## src/rtl/apb_master_bridge.sv

```systemverilog
// Single-outstanding APB requester: valid/ready command in, SETUP/ACCESS out, one response per command.
// Build option: define APB_MASTER_TIMEOUT_EN to bound ACCESS wait states to TIMEOUT_CYCLES.
//
// state  | meaning
// IDLE   | no transfer; cmd_ready high, accept next command
// SETUP  | psel=1 penable=0, address/direction/data presented
// ACCESS | psel=1 penable=1, waiting for pready (or timeout)
module apb_master_bridge #(
   parameter int ADDR_WIDTH     = 10,
   parameter int DATA_WIDTH     = 32,
   parameter int TIMEOUT_CYCLES = 16
) (
   input  logic                  pclk,
   input  logic                  PRESET,
   input  logic                  cmd_valid,
   output logic                  cmd_ready,
   input  logic                  cmd_write,
   input  logic [ADDR_WIDTH-1:0] cmd_addr,
   input  logic [DATA_WIDTH-1:0] cmd_wdata,
   output logic                  rsp_valid,
   output logic [DATA_WIDTH-1:0] rsp_rdata,
   output logic                  rsp_err,
   output logic [ADDR_WIDTH-1:0] paddr,
   output logic                  pwrite,
   output logic                  psel,
   output logic                  penable,
   output logic [DATA_WIDTH-1:0] pwdata,
   input  logic [DATA_WIDTH-1:0] prdata,
   input  logic                  pready
);

   typedef enum logic [1:0] {
      S_IDLE   = 2'd0,
      S_SETUP  = 2'd1,
      S_ACCESS = 2'd2
   } state_t;

   localparam logic [7:0] TO_CFG = 8'(TIMEOUT_CYCLES);

   state_t state;

   assign cmd_ready = (state == S_IDLE);

`ifdef APB_MASTER_TIMEOUT_EN
   // wait_cnt holds the number of pready-low ACCESS cycles already seen
   localparam logic [7:0] TO_LAST = 8'(TIMEOUT_CYCLES - 1);
   logic [7:0] wait_cnt;
`else
   logic unused_cfg;
   assign unused_cfg = ^TO_CFG;
   assign rsp_err    = 1'b0;
`endif

   always_ff @(posedge pclk) begin
      if (PRESET) begin
         state     <= S_IDLE;
         paddr     <= '0;
         pwrite    <= 1'b0;
         pwdata    <= '0;
         psel      <= 1'b0;
         penable   <= 1'b0;
         rsp_valid <= 1'b0;
         rsp_rdata <= '0;
`ifdef APB_MASTER_TIMEOUT_EN
         rsp_err   <= 1'b0;
         wait_cnt  <= '0;
`endif
      end else begin
         rsp_valid <= 1'b0;
         case (state)
            S_IDLE: begin
               if (cmd_valid) begin
                  paddr   <= cmd_addr;
                  pwrite  <= cmd_write;
                  pwdata  <= cmd_write ? cmd_wdata : '0;
                  psel    <= 1'b1;
                  penable <= 1'b0;
                  state   <= S_SETUP;
               end
            end
            S_SETUP: begin
               penable  <= 1'b1;
               state    <= S_ACCESS;
`ifdef APB_MASTER_TIMEOUT_EN
               wait_cnt <= '0;
`endif
            end
            S_ACCESS: begin
               if (pready) begin
                  psel      <= 1'b0;
                  penable   <= 1'b0;
                  rsp_valid <= 1'b1;
                  rsp_rdata <= pwrite ? '0 : prdata;
`ifdef APB_MASTER_TIMEOUT_EN
                  rsp_err   <= 1'b0;
`endif
                  state     <= S_IDLE;
               end
`ifdef APB_MASTER_TIMEOUT_EN
               else if (wait_cnt == TO_LAST) begin
                  psel      <= 1'b0;
                  penable   <= 1'b0;
                  rsp_valid <= 1'b1;
                  rsp_rdata <= '0;
                  rsp_err   <= 1'b1;
                  state     <= S_IDLE;
               end else begin
                  wait_cnt  <= wait_cnt + 8'd1;
               end
`endif
            end
            default: begin
               psel    <= 1'b0;
               penable <= 1'b0;
               state   <= S_IDLE;
            end
         endcase
      end
   end

endmodule
```

## config.mk

```make
export PLATFORM = sky130hd
export DESIGN_NAME = apb_master_bridge
export DESIGN_NICKNAME = d
export VERILOG_FILES = /design/src/rtl/apb_master_bridge.sv
export SDC_FILE = /design/constraint.sdc
export NUM_CORES = 1
export LEC_CHECK = 0
export ABC_AREA = 1
export CAP_MARGIN = 20
export CORE_ASPECT_RATIO = 0.75
export CORE_MARGIN = 1.5
export CORE_UTILIZATION = 23
export CTS_CLUSTER_SIZE = 40
export DETAILED_ROUTE_END_ITERATION = 10
export GPL_TIMING_DRIVEN = 0
export PLACE_DENSITY_LB_ADDON = 0.1
export SYNTH_ARGS = -nofsm -noshare
export SYNTH_HDL_FRONTEND = slang
export SYNTH_SLANG_ARGS = --single-unit
```

## constraint.sdc

```tcl
create_clock -name pclk -period 1 [get_ports pclk]
set_clock_uncertainty 0.05 [all_clocks]
set_input_delay 0.2 -clock pclk [delete_from_list [all_inputs] [get_ports pclk]]
set_output_delay 0.2 -clock pclk [all_outputs]
set_load 0.02 [all_outputs]
```

==> out/results.txt <==
Most used DFF post-synth: dfxtp_1
Via Count: 3452
first-pass GRT wire length: 17300 µm
Final Wtd Congestion: 0.783
Max clock buf depth: 2
# DRC: 0
post-synth net total: 508
Pint: 6.75 mW
Core Util, Final: 0.450
Gate Count Post-Synth: 429
dpl cell area: 4980 µm²
Warnings, synthesis: 0
Post-DRT Antenna Nets: 0
Worst Setup SP: state[0]
top-count cell post-synth: nand2_1
Syn-to-layout area delta: 88.9%
Crit Path Class: reg2out
Final Critical Period: 1.27 ns
num rows: 36
sequential area share after synthesis: 0.505
largest area contributor in the netlist: dfxtp_1
ANT cells: 0
TritonCTS clock tree: built
P_sw: 2.23 mW
worst hold path cell count: 2
setup slack after layout: -0.265 ns
CP required: 0.75 ns
met2 Use GR: 0.230
initial DRC count: 110
Post-synth EDFFs: 0
count of TritonRoute iterations in the first routing pass: 4
Die Span X: 138 µm
Slew HR: 0.661
Clk pwr share: 0.426
CTS Buf Count: 9
outcome: finished with violations
Fmax: 790 MHz
#FFs+latches synth: 79
GRT Overall Usage: 0.153
CP startpoint kind: flop
later-pin clock latency in the skew report: 0.33 ns
# clock sinks: 79
H-tree depth: 3
worst vdd ir: 0.922 mV
Reg2Reg Depth: 6
DR WL/cell: 13.5 µm
Design Area, Final: 5920 µm²
critical path fanouts, max: 3
initial core utilization: 0.238
r2r setup slk: -0.21 ns
worst min path class: in2reg
Hold Crit Start: PRESET
root buffer cell: clkbuf_16
CP Data Arrival Time: 1.02 ns
Final Max Slew Viols: 0
RSZ-0062 raised after global routing: yes
Worst-path clk slew: 0.06 ns
synth cell count leaders: 108 x nand2_1, 79 x dfxtp_1, 66 x nand3_1
share of layout cells above drive strength 1: 0.375
largest cells by area after synthesis: dfxtp_1 50%, nand2_1 13%, nand3_1 11%, a21oi_1 5.3%, o21ai_0 5.3%
vias in the first global route: 3349
nets@finish: 703
Die Span Y: 104 µm
full die area: 14300 µm²
logic gate share of total power: 0.193
Seq pwr share: 0.381
failing checks: negative setup slack
Power Density: 1520 nW/µm²
Yosys top cell area share: 0.505
Avg Synthesized Cell Area: 7.30 µm²
worst reg2reg endpoint: pwdata[26]
Period Utilization, post-route: 1.27
Post-synth ARST share: 0
GRT overflow: 0
grt met1 use: 0.212
final wirelength: 10800 µm
Synth cell types: 16
GRT Max-Usage Layer: met2
met3 usage: 0.0453
Max Cap Viol: 0
initial antenna violation count: 0
port bufs: 154
kind of end point of the critical path: output pin
DP HPWL: 7470 µm
setup violators final: 155
static leakage: 2.70 nW
Power, Total: 8.98 mW
Core Region: 13200 µm²
worst r2r src: state[0]
switching share of power: 0.248
# IOs: 159
largest net degree at the start of global routing: 14
actual slew at the worst max-slew pin: 0.509 ns
Fin. Hold Viols: 0
Hold EP: pwdata[0]
mapped cell area: 3130 µm²
Vias/cell: 4.32
==> placed cells by master (no fill, tap or decap), types with 5 or more instances in the layout <==
| cell | netlist | routed |
|---|---|---|
| clkbuf_1 | 19 | 12 |
| o21ai_1 | 0 | 28 |
| dfxtp_2 | 0 | 78 |
| nand3b_1 | 10 | 10 |
| clkdlybuf4s50_1 | 0 | 75 |
| inv_1 | 35 | 34 |
| clkbuf_8 | 0 | 6 |
| clkbuf_16 | 0 | 12 |
| buf_4 | 1 | 22 |
| buf_6 | 0 | 92 |
| a21oi_1 | 33 | 33 |
| nor2_1 | 24 | 24 |
| nand2_1 | 108 | 108 |
| buf_2 | 15 | 5 |
| nand3_1 | 66 | 64 |
==> critical path, stage by stage (launching register included) <==
cell	delay (ns)
dfxtp_2	0.34
nor2_4	0.13
buf_6	0.12
buf_6	0.11
==> cells by family (layout without fill, tap and decap cells) <==
kind of cell / after synthesis / in the layout / synth area share
compound gates: 66 / 66 / 0.105
flops: 79 / 79 / 0.505
buf+inv: 72 / 271 / 0.0935
simple gates: 211 / 212 / 0.295
other cells: 1 / 1 / 0.00120
==> layer usage <==
layer | up-vias | share of wire | wire (µm)
met2 | 101 | 0.44 | 4710
met3 | 10 | 0.065 | 703
met1 | 1567 | 0.49 | 5260
met4 | 0 | 0.012 | 126
met5 | - | 0 | 0
li1 | 1774 | - | -
==> how the worst max path moves through the flow <==
stage | slack, ns | to
floorplan | -0.10 | pwdata[10]
global placement | -0.72 | cmd_ready
detailed placement | -0.71 | cmd_ready
CTS | -0.29 | cmd_ready
global route | -0.33 | cmd_ready
finish | -0.27 | cmd_ready
==> stage by stage <==
stage	TNS [ns]	instances	hold slack (ns)	setup slack (ns)
3_5_place_dp	-43.46	754	0.403	-0.708
2_1_floorplan	-4.73	429	0.299	-0.101
5_1_grt	-23.19	800	0.0590	-0.330
3_3_place_gp	-43.07	754	0.396	-0.717
6_report	-13.95	800	0.0625	-0.265
4_1_cts	-19.70	786	0.0471	-0.291
==> sequential cells by signal, indices dropped and copies added (netlist names) <==
name       cells
paddr         10
pwdata        32
pwrite         1
rsp_valid      1
psel           1
state          2
rsp_rdata     32
==> what timing repair did <==
item                                   4_1_cts  5_1_grt
endpoints found under the hold margin        0        0
pin swaps                                    2        2
gates cloned                                 2        3
setup buffers                               14       12
hold buffers                                 0        0
setup endpoints to repair                  158      158
resized for setup                          601        3
==> final cells by class <==
cell class	instances	area, µm²
fillers	1333	7230
repair buffers	183	1920
flip-flops and latches	79	1680
multi-input cells	279	1310
plain buffers	35	300
clock buffers	11	243
well taps	171	214
inverters	37	146
clock inverters	5	104
==> power by group through the flow <==
| stage | clock network, mW | registers (mW) | logic [mW] |
|---|---|---|---|
| floorplan | 0 | 3.60 | 0.558 |
| CTS | 3.96 | 3.42 | 1.69 |
| detailed placement | 0 | 3.44 | 1.48 |
| finish | 3.83 | 3.42 | 1.73 |
| global route | 4.08 | 3.44 | 1.89 |
| global placement | 0 | 3.44 | 1.48 |
No activity file was read; power rests on OpenSTA's default activity.
==> patch 1, RTL diff (config.mk and constraints unchanged) <==
The option `APB_MASTER_TIMEOUT_EN` is turned on by a define.
--- a/src/rtl/apb_master_bridge.sv
+++ b/src/rtl/apb_master_bridge.sv
@@ -6,4 +6,6 @@
 // SETUP  | psel=1 penable=0, address/direction/data presented
 // ACCESS | psel=1 penable=1, waiting for pready (or timeout)
+`define APB_MASTER_TIMEOUT_EN
+
 module apb_master_bridge #(
    parameter int ADDR_WIDTH     = 10,
Formal check against the unedited RTL: same outputs for any inputs over 4 cycles, from zero or initial values and one cycle with PRESET high; that may be too few to reach the edited logic, so the function may still have changed.
==> patch 1 against the unedited design <==
- the run still ends with setup timing left
- synthesized area rose by 7.6%
- sequential share of layout area fell by 1.9 points
- sequential cell count rose by 9
- routed wire length rose by 17%
- worst setup slack got worse by 89 ps
- final area rose by 20%
- final cell count rose by 8.3%
- worst hold slack improved by 110 ps
- non-clock buffer count rose by 35
- total power rose by 2.4%
- largest cell class unchanged
==> patch 1: results (changes against the unedited design) <==
[logic_synthesis]
netlist_instances=426  ; -0.70%
syn_nets=506  ; -0.39%
synth_cell_types=23  ; +7
yosysSeqAreaShare=0.523  ; +0.0179
synth_area_leaders=dfxtp_1, a21oi_1, nand3_1, nand2_1, nor2_1

[pwr]
pg_comb_w=0.00189  ; +9%
p_seq_w=0.00376  ; +9.9%
leakagePower_nw=2.78  ; +2.8%
peakVddDrop_uv=1180  ; +28%

[setup_path]
worstPathMaxFanout=10  ; +7
r2r_cells=7  ; +1
cpPeakStageDelay_ps=360  ; +20 ps
endpoint=rsp_rdata[10]
cp_top_family=simple AND/OR/NAND/NOR gates

[sta]
whs_ps=175  ; +112 ps
setup_viol=168  ; +8.4%
slew_headroom=0.498  ; -0.163
finalWorstSetupSlack_ps=-354  ; -89.4 ps

[grt]
grt_pass1_wl_um=18900  ; +9.5%
use_met1=0.193  ; -0.0197
grt_max_degree=17  ; +3
grt_use_met2=0.259  ; +0.0294
grtUsageTotal=0.159  ; +0.00594

[layout]
fin_nets=741  ; +5.4%
layout-drive-gt1-share=0.607  ; +0.231
fin_cells=866  ; +8.3%

[outcome]
violations=setup timing
status=finished, violations left

[placed_design]
dp.cells=782  ; +3.7%
gp_congestion=0.715  ; -8.7%
portBuffers=156  ; +1.3%
dp_slack_ps=-648  ; +60.7 ps

[route]
drt-initial-drc-count=132  ; +20%
dr_wl_met3_um=965  ; +37%
vias=3798  ; +10%
wl_met1_um=5500  ; +4.7%
wl_met2_um=5980  ; +27%
wl_per_cell_um=14.6  ; +8.1%

[cts]
cts_resized=666  ; +11%
post_cts_buffers=29  ; +15

[min_path]
holdPathEnd=pwdata[1]
hold_depth=3  ; +1
hp-start=cmd_write

[patch 1: cell type report]
type | instances | area, µm²
Multi-Input combinational cell | 294 | 2010
Clock inverter | 6 | 73.8
Buffer | 28 | 236
Inverter | 14 | 67.6
Clock buffer | 10 | 239
Fill cell | 1408 | 7290
Timing Repair Buffer | 225 | 2340
Timing Repair inverter | 1 | 11.3
Tap cell | 200 | 250
Sequential cell | 88 | 1890
[patch 1: kinds of logic after synthesis]
kind of cell / count (synthesis) / share of synthesized area
adders and majority gates: 1 / 0.00371
AOI/OAI and AO/OA: 92 / 0.138
DFF: 88 / 0.523
buffers and inverters: 44 / 0.0657
and+or+nand+nor: 201 / 0.270
[patch 1: stage by stage]
stage	utilization	total power, W	TNS, ps
final	0.494	0.00920	-29100
after global routing	0.494	0.00959	-37320
after CTS	0.449	0.00908	-29190
after detailed placement	0.366	0.00504	-58890
after global placement	0.366	0.00504	-56480
after floorplan	-	0.00434	-16300
==> patch 2, RTL diff (same flow settings) <==
Without the edit above. Re-encode `state_t` (3 states) as one-hot, 3 bits wide.
--- a/src/rtl/apb_master_bridge.sv
+++ b/src/rtl/apb_master_bridge.sv
@@ -30,8 +30,8 @@
 );
 
-   typedef enum logic [1:0] {
-      S_IDLE   = 2'd0,
-      S_SETUP  = 2'd1,
-      S_ACCESS = 2'd2
+   typedef enum logic [2:0] {
+      S_IDLE   = 3'b001,
+      S_SETUP  = 3'b010,
+      S_ACCESS = 3'b100
    } state_t;
 
Formal check against the unedited RTL: no difference found for any inputs over 4 cycles, from zero or initial values and one cycle with PRESET high; so few cycles prove little.
==> patch 2 against the unedited design <==
- the flow still finishes with violations (setup timing)
- utilization decreased by 0.10 points
- sequential cell count increased by 1
- final area down 0.91%
- worst setup slack lost 98 ps
- routed wire length fell by 3.9%
- count of clock-buffer cells in the layout increased by 1
- total power shrank 5.5%
- synthesized area decreased by 1.2%
- fmax shrank 7.2%
- worst hold slack improved by 63 ps
- critical endpoint unchanged
- largest cell class unchanged
- highest routed layer unchanged
==> patch 2: results (changes against the unedited design) <==
[sta]
slew_headroom=0.591  ; -0.0696
setup_tns_ps=-25270  ; -11,330 ps
setup_viol=159  ; +2.6%
finalWorstSetupSlack_ps=-363  ; -97.6 ps

[placed_design]
gp_congestion=0.725  ; -7.5%
dp.cells=753  ; -0.13%
dpl-instance-area_um2=4920  ; -1.3%
dp_slack_ps=-579  ; +129 ps
portBuffers=155  ; +0.65%
dp_hpwl_um=7220  ; -3.4%

[route]
wl_um=10400  ; -3.9%
viasPerCell=4.23  ; -2.0%
drt-initial-drc-count=91  ; -17%
wl_per_cell_um=13.2  ; -2.3%
drtPass1Iterations=4  ; unchanged

[layout]
fin_nets=690  ; -1.8%
nFillCells=1299  ; -2.6%
seq_area_um2=1710  ; +1.3%
layout-drive-gt1-share=0.416  ; +0.0404

[outcome]
violations=setup timing
status=finished, violations left

[cts]
cts_resized=570  ; -5.2%
numCtsBuffers=9  ; unchanged
htreeDepth=3  ; unchanged
post_cts_buffers=6  ; -8

[logic_synthesis]
synth_common_cells=nand2_1, dfxtp_1, inv_1
ys.flop_type=dfxtp_1
synth_area_leaders=dfxtp_1, nand2_1, o21ai_0, nand3_1, a21oi_1
synth.avg_cell_area_um2=7.25  ; -0.74%
syn_nets=506  ; -0.39%
synth_cell_types=18  ; +2
yosysSeqAreaShare=0.517  ; +0.0126

[setup_path]
cpPeakStageDelay_ps=380  ; +40 ps
crit_start=state[2]
worstPathMaxFanout=5  ; +2
slowest_stage=dfxtp_4
arrival_ps=1110  ; +90 ps
r2r-end=rsp_rdata[18]
r2r_slack_ps=-330  ; -120 ps
r2r_cells=5  ; -1
reg2reg_from=state[0]

[grt]
grt_pass1_wl_um=15300  ; -12%
grt_pass1_vias=3027  ; -9.6%
grt_max_degree=14  ; unchanged
grtUsageTotal=0.139  ; -0.0138

[pwr]
leakagePower_nw=2.67  ; -1.3%
peakVddDrop_uv=781  ; -15%

patch 2: changes by cell type after synthesis, moves of 4 or more:
cell      change
buf_2         -6
buf_4         +4
clkbuf_1      -4
inv_1         +5
nand2_1      +26
nand3_1      -30
nand3b_1     -10
o21ai_0       +4
o21ai_1       +5
patch 2: worst min-delay path by stage:
stage,endpoint,slack (ps),depth (start not counted)
finish,pwdata[0],130,2
global route,pwdata[0],120,2
CTS,pwdata[1],120,2
detailed placement,pwdata[31],400,2
global placement,pwdata[31],400,2
floorplan,state[0],270,1
patch 2: cells by family (layout without fill, tap and decap cells):
| family | count (synthesis) | after routing | share of synthesized area |
|---|---|---|---|
| compound gates | 77 | 77 | 0.125 |
| other cells | 1 | 1 | 0.00121 |
| flops | 80 | 80 | 0.517 |
| buf+inv | 72 | 260 | 0.0970 |
| simple gates | 197 | 198 | 0.259 |
patch 2: power breakdown:
group          internal [W]  leakage, nW  switching (W)
sequential          0.00333        0.687      0.0000926
clock               0.00209        0.148        0.00129
combinational      0.000882         1.84       0.000800
total               0.00630         2.67        0.00218
patch 2: layout make-up:
cell class / instances / area share
timing repair buffer: 171 / 0.313
timing repair inverter: 1 / 0.00149
buffer: 30 / 0.0408
clock buffer: 12 / 0.0440
sequential: 80 / 0.291
clock inverter: 4 / 0.00875
multi-input combinational: 276 / 0.235
inverter: 42 / 0.0290
tap: 171 / 0.0365
patch 2: worst max-delay path, delay by kind of cell, from the launching register on:
family                 cells  cell delay [ps]
buffers and inverters      2              160
and+or+nand+nor            2              250
DFF                        1              380
patch 2: routing by layer:
layer | up-vias | part of all wire | track usage
li1 | 1710 | - | -
met1 | 1525 | 0.48 | 0.189
met2 | 82 | 0.46 | 0.212
met3 | 11 | 0.043 | 0.0390
met4 | 0 | 0.013 | 0.0502
met5 | - | 0 | 0
